==> config.mk <==
export PLATFORM = sky130hd
export DESIGN_NAME = aes128_task_feeder
export DESIGN_NICKNAME = d
export VERILOG_FILES = /design/src/rtl/aes128_task_feeder.sv
export SDC_FILE = /design/constraint.sdc
export NUM_CORES = 1
export LEC_CHECK = 0
export CORE_MARGIN = 5
export CORE_UTILIZATION = 45
export DETAILED_ROUTE_END_ITERATION = 8
export PLACE_DENSITY = 0.75
export SLEW_MARGIN = 20
export SYNTH_ARGS = -nofsm -noshare
export SYNTH_HDL_FRONTEND = slang
export SYNTH_SLANG_ARGS = --single-unit
export TNS_END_PERCENT = 1
==> constraint.sdc <==
create_clock -name clk_i -period 38.5 [get_ports clk_i]
set_input_delay 7.7 -clock clk_i [delete_from_list [all_inputs] [get_ports clk_i]]
set_output_delay 7.7 -clock clk_i [all_outputs]
set_load 0.005 [all_outputs]
==> src/rtl/aes128_task_feeder.sv <==
// Task FIFO and launch sequencer feeding {key, plaintext} jobs to the AES-128 control block.
// Optional start-to-done watchdog is compiled in with `define FEEDER_TIMEOUT_EN.
module aes128_task_feeder #(
    parameter int DEPTH   = 2,
    parameter int TIMEOUT = 64
) (
    input  logic         clk_i,
    input  logic         srst_i,
    input  logic         in_valid_i,
    output logic         in_ready_o,
    input  logic [127:0] in_key_i,
    input  logic [127:0] in_data_i,
    input  logic         core_ready_i,
    input  logic         core_done_i,
    output logic         core_start_o,
    output logic [127:0] core_key_o,
    output logic [127:0] core_data_o,
    output logic         busy_o,
    output logic         err_o
);

    localparam int PW = $clog2(DEPTH);
    localparam int CW = $clog2(DEPTH + 1);

    typedef enum logic {
        IDLE = 1'b0,
        BUSY = 1'b1
    } state_t;

    logic [127:0] key_mem  [DEPTH];
    logic [127:0] data_mem [DEPTH];

    state_t       state_q, state_d;
    logic [PW-1:0] wr_ptr_q, wr_ptr_d;
    logic [PW-1:0] rd_ptr_q, rd_ptr_d;
    logic [CW-1:0] count_q, count_d;
    logic         start_q, start_d;
    logic [127:0] key_q, key_d;
    logic [127:0] data_q, data_d;
    logic         busy_q, busy_d;
    logic         err_q, err_d;
    logic         push, pop;

`ifdef FEEDER_TIMEOUT_EN
    localparam int TW = $clog2(TIMEOUT + 1);
    logic [TW-1:0] timer_q, timer_d;
`endif

    function automatic logic [PW-1:0] ptr_inc(input logic [PW-1:0] p);
        return (p == PW'(DEPTH - 1)) ? '0 : p + 1'b1;
    endfunction

    // Readiness uses the pre-pop count, so a full FIFO refuses a push even while popping.
    assign in_ready_o   = (count_q < CW'(DEPTH));
    assign push         = in_valid_i && in_ready_o;

    assign core_start_o = start_q;
    assign core_key_o   = key_q;
    assign core_data_o  = data_q;
    assign busy_o       = busy_q;
    assign err_o        = err_q;

    always_comb begin
        // NOTE: every signal gets its hold value first so no path leaves it unassigned (no latch).
        state_d  = state_q;
        wr_ptr_d = wr_ptr_q;
        rd_ptr_d = rd_ptr_q;
        count_d  = count_q;
        start_d  = 1'b0;
        key_d    = key_q;
        data_d   = data_q;
        busy_d   = busy_q;
        err_d    = err_q;
        pop      = 1'b0;
`ifdef FEEDER_TIMEOUT_EN
        timer_d  = timer_q;
`endif

        case (state_q)
            IDLE: begin
                if (core_done_i) begin
                    err_d = 1'b1;
                end else if ((count_q != '0) && core_ready_i && !err_q) begin
                    state_d = BUSY;
                    start_d = 1'b1;
                    key_d   = key_mem[rd_ptr_q];
                    data_d  = data_mem[rd_ptr_q];
                    busy_d  = 1'b1;
`ifdef FEEDER_TIMEOUT_EN
                    timer_d = '0;
`endif
                end
            end
            BUSY: begin
                if (core_done_i) begin
                    pop     = 1'b1;
                    busy_d  = 1'b0;
                    state_d = IDLE;
`ifdef FEEDER_TIMEOUT_EN
                end else if (timer_q == TW'(TIMEOUT - 1)) begin
                    // Next value would reach TIMEOUT: drop the stuck task and flag it.
                    pop     = 1'b1;
                    busy_d  = 1'b0;
                    err_d   = 1'b1;
                    state_d = IDLE;
                end else begin
                    timer_d = timer_q + 1'b1;
`endif
                end
            end
            default: state_d = IDLE;
        endcase

        if (push) wr_ptr_d = ptr_inc(wr_ptr_q);
        if (pop)  rd_ptr_d = ptr_inc(rd_ptr_q);

        case ({push, pop})
            2'b10:   count_d = count_q + CW'(1);
            2'b01:   count_d = count_q - CW'(1);
            default: count_d = count_q;
        endcase
    end

    always_ff @(posedge clk_i) begin
        // NOTE: non-blocking assignments so every register samples pre-edge values.
        if (srst_i) begin
            state_q  <= IDLE;
            wr_ptr_q <= '0;
            rd_ptr_q <= '0;
            count_q  <= '0;
            start_q  <= 1'b0;
            key_q    <= '0;
            data_q   <= '0;
            busy_q   <= 1'b0;
            err_q    <= 1'b0;
`ifdef FEEDER_TIMEOUT_EN
            timer_q  <= '0;
`endif
        end else begin
            state_q  <= state_d;
            wr_ptr_q <= wr_ptr_d;
            rd_ptr_q <= rd_ptr_d;
            count_q  <= count_d;
            start_q  <= start_d;
            key_q    <= key_d;
            data_q   <= data_d;
            busy_q   <= busy_d;
            err_q    <= err_d;
`ifdef FEEDER_TIMEOUT_EN
            timer_q  <= timer_d;
`endif
        end
    end

    // NOTE: storage is not reset; count and pointers alone define which entries are valid.
    always_ff @(posedge clk_i) begin
        if (push) begin
            key_mem[wr_ptr_q]  <= in_key_i;
            data_mem[wr_ptr_q] <= in_data_i;
        end
    end

endmodule

* Yosys cells after proc, flatten, opt, wreduce, memory -nomap -nowiden
Memory sizes are Yosys's and may differ from the RTL's. A register that Yosys moved wholly into a read port is not among the register bits.
Cells that the tools add are included.
** Word-level totals
- Memories :: 2
- Output and inout port bits :: 260
- Logic and storage cells :: 46
- Bits in registers :: 8
- Input bits :: 261
- Memory bits (writable) :: 512
** Memories
- data_mem :: depth 2, bits a word 128, read ports 1, clocked after Yosys merged registers in 1, write ports 1, line 31 : logic [127:0] data_mem [DEPTH];
- key_mem :: depth 2, bits a word 128, read ports 1, clocked after Yosys merged registers in 1, write ports 1, line 30 : logic [127:0] key_mem [DEPTH];
** Cells by class
- Order comparisons :: 1
- Muxes and demuxes :: 15
- Bitwise operators :: 2
- Reduce and logical (&&, ||, !) cells :: 10
- Add/sub/neg operators :: 4
- Equal/unequal tests :: 5
** Operator list (number)
- two-way mux 1 bit :: 12
- != test 2 bit, second input constant :: 3
- AND reduction 3 bit :: 2
- one-hot mux 1 bit (2 select lines) :: 2
- one-hot mux 2 bit (2 select lines) :: 1
- nonzero test 2 bit :: 2
- logical AND 1 bit :: 3
- adder 1 bit, second input constant :: 2
- adder 2 x 1 -> 2 bit, second input constant :: 1
- equality test 2 x 1 -> 1 bit, second input constant :: 1
- equality test 2 bit, second input constant :: 1
- < comparator 2 bit, second input constant :: 1
- inverter 1 bit :: 2
- AND reduction 2 bit :: 1
- OR reduction 2 bit :: 1
- subtractor 2 x 1 -> 2 bit, second input constant :: 1
- zero test 1 bit :: 1

* Depth between registers and ports, before layout
- Depth in word-level cells :: 6
- Gate-level depth with buffers :: 7
- Mapped depth without buffers :: 6

* Worst setup path before layout
Ideal clock, no wire load.
- Path type :: input to register
- Start :: in in_valid_i
- End :: mem data_mem[0][0] (enable)
- Cell stages on the path :: 2
- Path slack :: 19.216 ns
- Required time :: 37.622 ns
- Buffers on the path :: 0
- Arrival time :: 18.407 ns
- Library setup time :: 0.878 ns
- Cells stage by stage :: nand2b_1 > nor2_1
** On the way
- Word-level cells in the longest chain between the ends :: 3
** RTL lines
- start, declared :: line 9 : input logic in_valid_i,
- logical AND 1 bit :: line 55 : assign push = in_valid_i && in_ready_o;
- two-way mux 1 bit :: line 157 : if (push) begin
- two-way mux 1 bit (implied by the code) :: line 159 : data_mem[wr_ptr_q] <= in_data_i;
- end, declared :: line 31
No other way between the ends.

* Worst setup path after layout
- Start :: in core_done_i
- End :: reg key_q[96], in the netlist core_key_o[96], read port of key_mem
** On the way
- Word-level cells in the longest chain between the ends :: 2
** RTL lines
- start, declared :: line 14 : input logic core_done_i,
- inverter 1 bit (no line)
- AND reduction 3 bit (no line)
- end, declared :: line 38 : logic [127:0] key_q, key_d;
No other way between the ends.
A chain may end at the register's enable or synchronous reset.

==> run summary <==
- finished clean — outcome
- 5.34 — via density per instance
- 262 um — overall die width
- edfxtp_1 — leading register cell type out of synthesis
- 1.13 ns — pin slew with the least headroom to its limit
- 4,750 — Fillers
- 0.62 ns — Clk Latency, worst-skew pair
- 2 — number of cells on the worst hold path
- 11.4 nW — leak pwr
- 24.9% — Relative slew margins
- 520 — number of buffers added on ports
- err_o$_SDFFE_PP0P_ — r2r startpoint
- 262 um — y dimension of the die
- 3 — H-tree Lvls
- 26 — initial antenna violation count
- 89.4 MHz — achievable frequency
- 16.7 sq um — synthesized area per cell
- 66 — critical path fanouts, max
- 16,700 — via count
- 0.0207 sq mm — Register Area
- 0.06 ns — clock input transition at the sequential cells of the worst setup and hold paths
- 3 — buffers from clock root to sink, at most
- 521 — count of boundary I/O pins
- 11.62 ns — crit path DAT
- 3,131 — Cell Count, Final, Fillers Out
- 43,800 um — estimated wirelength of the detail-placed design
- buf_4 — standard cell with the maximum stage delay on the critical path
- 34.55 ns — worst-case register-to-register setup slack
- core_key_o[96]$_SDFFE_PP0P_ — terminus of the critical flop-to-flop path
- 0% — share of flip-flops with an asynchronous set or reset
- 0.00715 sq mm — combined area of the multi-input logic cells
- no — unrepaired setup endpoints after global routing
- 72.2% — Seq/Total Area, Yosys
- 0.0687 sq mm — area enclosed by the die boundary
- primary input to register — classification of the worst setup path
- 0 — number of hold violations in the final report
- 29.7% — layout overhead on the synthesized area
- 6.88% — routing usage on met3
- 0.476 ns — tightest hold margin
- 1,979 — Post-Synthesis Net Count
- 6 — Register-to-Register Path Depth
- 0.92 ns — Crit path largest cell delay
- 1,076 — DR iter-0 viols
- 5 — First-pass DRT Iterations
- 0 — final max-slew violation count
- 776 — Yosys reg bits
- 0.0286 sq mm — summed instance area of the synthesized netlist
- 0 — count of hold-fix buffers inserted at cts
- 4 — CP Buf/Inv Count
- 143 — pin count of the biggest net entering global routing
- 105,000 um — first-pass GRT wire length
- 32.2% — met2 Usage GRT
- 776 — number of sinks driven by the clock tree
- 17.3% — proportion of layout cells with a drive suffix above 1
- 1,717 — cell count after synthesis
- 0 ns — Final TNS setup
- core_key_o[96]$_SDFFE_PP0P_ — worst setup path endpoint
- 0 — DRT antenna net count
- clkdlybuf4s50_1 -> nor4b_4 -> buf_4 -> and2_4 -> buf_4 -> buf_4 -> a211oi_2 — critical path, cell by cell
- 92 — number of standard-cell rows in the floorplan
- 0.0420 mV — Worst VDD drop
- 0 — final global-route overflow total
- 0 — count of synthesis-stage warnings from yosys
- 29.0% — period utilization
- buf_4 — Critical Path Most Common Cell
- 22.8 um — routed length per instance
- 0 — Resize count post-CTS
- 71,400 um — routed wire length
- built — TritonCTS clock tree
- register — Critical Path Sink Type
- register to register — kind of path behind the tightest hold check
- 0 — DRC violations left
- 38.94 ns — Worst EP required
- 19.7% — GRT Util Overall
- 0.771 — Placer Congestion
- 45.4% — effective utilization at floorplan
- 24.1% — global-route met1 utilization
- 0 — Setup Viol. Count Final
- 0.0631 sq mm — Placeable Area
- 80 — number of buffers added by the clock tree synthesis step
- 17,400 — number of global-route vias before repair
- 2,964 — dpl cells
- buffers and inverters — kind of cell adding the most delay to the critical path
- 23 — library cells used by synthesis
- primary input — sort of element at the start of the critical path
- 11.18 ns — final period demand of the worst path
- 512 — number of enable-type register cells in the synthesized netlist
- clkbuf_16 — clk root buf
- 53.4 mW/mm^2 — power density over cell area
- met2 — Most Used Layer, Global Route
- 0.0184 ns — worst clock skew
- 0.0343 sq mm — cell area reported after detailed placement
- 0 — number of post-CTS setup repair buffers
- busy_o$_SDFFE_PP0P_ — start point of the worst hold path
- 0.0371 sq mm — Finished Cell Area
- 7 — number of stages on the worst setup path
- core_done_i — start point of the critical path
- 0 — count of maximum capacitance violations
- 2,464 — fin nets
-- metrics by stage --
| stage | utilization, % | total power, mW | setup slack, ns |
|---|---|---|---|
| 6_report | 58.8 | 1.98 | 27.32 |
| 4_1_cts | 58.7 | 2.00 | 26.81 |
| 2_1_floorplan | - | 1.13 | 19.22 |
| 3_5_place_dp | 54.4 | 1.21 | 26.14 |
| 3_3_place_gp | 54.4 | 1.21 | 26.19 |
| 5_1_grt | 58.8 | 2.06 | 27.13 |
-- final cells by class --
| cell class | instances | area share, % |
|---|---|---|
| sequential | 776 | 55.7 |
| multi-input combinational | 794 | 19.3 |
| timing repair buffer | 547 | 14.8 |
| clock buffer | 107 | 5.83 |
| tap | 846 | 2.85 |
| clock inverter | 43 | 1.47 |
| antenna | 15 | 0.101 |
| inverter | 3 | 0.0303 |
-- cells in the final DEF, fill, tap and decap left out, types with 2 or more instances in the layout --
cell type        count
inv_6                4
clkbuf_1            22
buf_16               3
nor2_1               5
inv_16               4
clkinv_2             8
nand2b_1             2
a21oi_1            260
a211oi_1            16
mux2i_1            256
a211oi_2           240
diode_2             15
clkinvlp_4           7
clkdlybuf4s50_1    519
xor2_1               3
clkinv_1            10
dfxtp_1            263
edfxtp_1           512
inv_1                3
clkbuf_16           81
buf_4               23
nand2_1              3
bufinv_16            9
clkbuf_8             4
-- synth_stat cells, drive strengths merged, types with 2 or more instances --
cell type | number | area share [%]
nand2 | 3 | 0.039
dfxtp | 264 | 18
buf | 85 | 2.1
a21oi | 260 | 4.5
edfxtp | 512 | 54
mux2i | 256 | 9.0
inv | 3 | 0.039
xor2 | 3 | 0.092
clkbuf | 59 | 0.77
nand2b | 2 | 0.044
nor2 | 6 | 0.079
a211oi | 256 | 11
-- worst min-delay path, cell delays in order (launching register included) --
cell	delay, ns
dfxtp_1	0.32
nand2_1	0.06
a21oi_1	0.05
-- flip-flops by register name (all words and copies together) (netlist names) --
signal        flops
count_q           2
core_start_o      1
wr_ptr_q          1
rd_ptr_q          1
busy_o            1
key_mem         256
state_q           1
err_o             1
core_data_o     128
data_mem        256
core_key_o      128
-- routing by layer --
metal / share of wire [%] / routed length, um / up-vias
met5: 0.20 / 140 / -
met4: 3.1 / 2180 / 22
met3: 8.4 / 6020 / 136
met2: 50 / 35400 / 553
met1: 39 / 27600 / 8320
li1: - / - / 7680
-- worst min path at each step --
stage	endpoint	slack, ns
global placement	busy_o$_SDFFE_PP0P_	0.45
global route	busy_o$_SDFFE_PP0P_	0.51
finish	busy_o$_SDFFE_PP0P_	0.48
floorplan	busy_o$_SDFFE_PP0P_	0.45
CTS	busy_o$_SDFFE_PP0P_	0.48
detailed placement	busy_o$_SDFFE_PP0P_	0.45
-- kinds of logic (layout without fill, tap and decap cells) --
| logic type | Yosys count | in the layout | share of synthesized area [%] |
|---|---|---|---|
| AOI/OAI and AO/OA | 517 | 517 | 15.5 |
| xor gates and xnor gates | 4 | 4 | 0.122 |
| adders and majority gates | 1 | 1 | 0.0437 |
| buffers and inverters | 147 | 700 | 2.89 |
| DFF | 776 | 776 | 72.2 |
| muxes | 256 | 256 | 8.95 |
| other | 0 | 15 | 0 |
| and+or+nand+nor | 16 | 16 | 0.332 |
-- power by group --
part / switching [mW] / internal, mW
clock network: 0.323 / 0.463
logic: 0.125 / 0.0887
registers: 0.0222 / 0.960
total: 0.471 / 1.51
(Power assumes the default switching activity.)
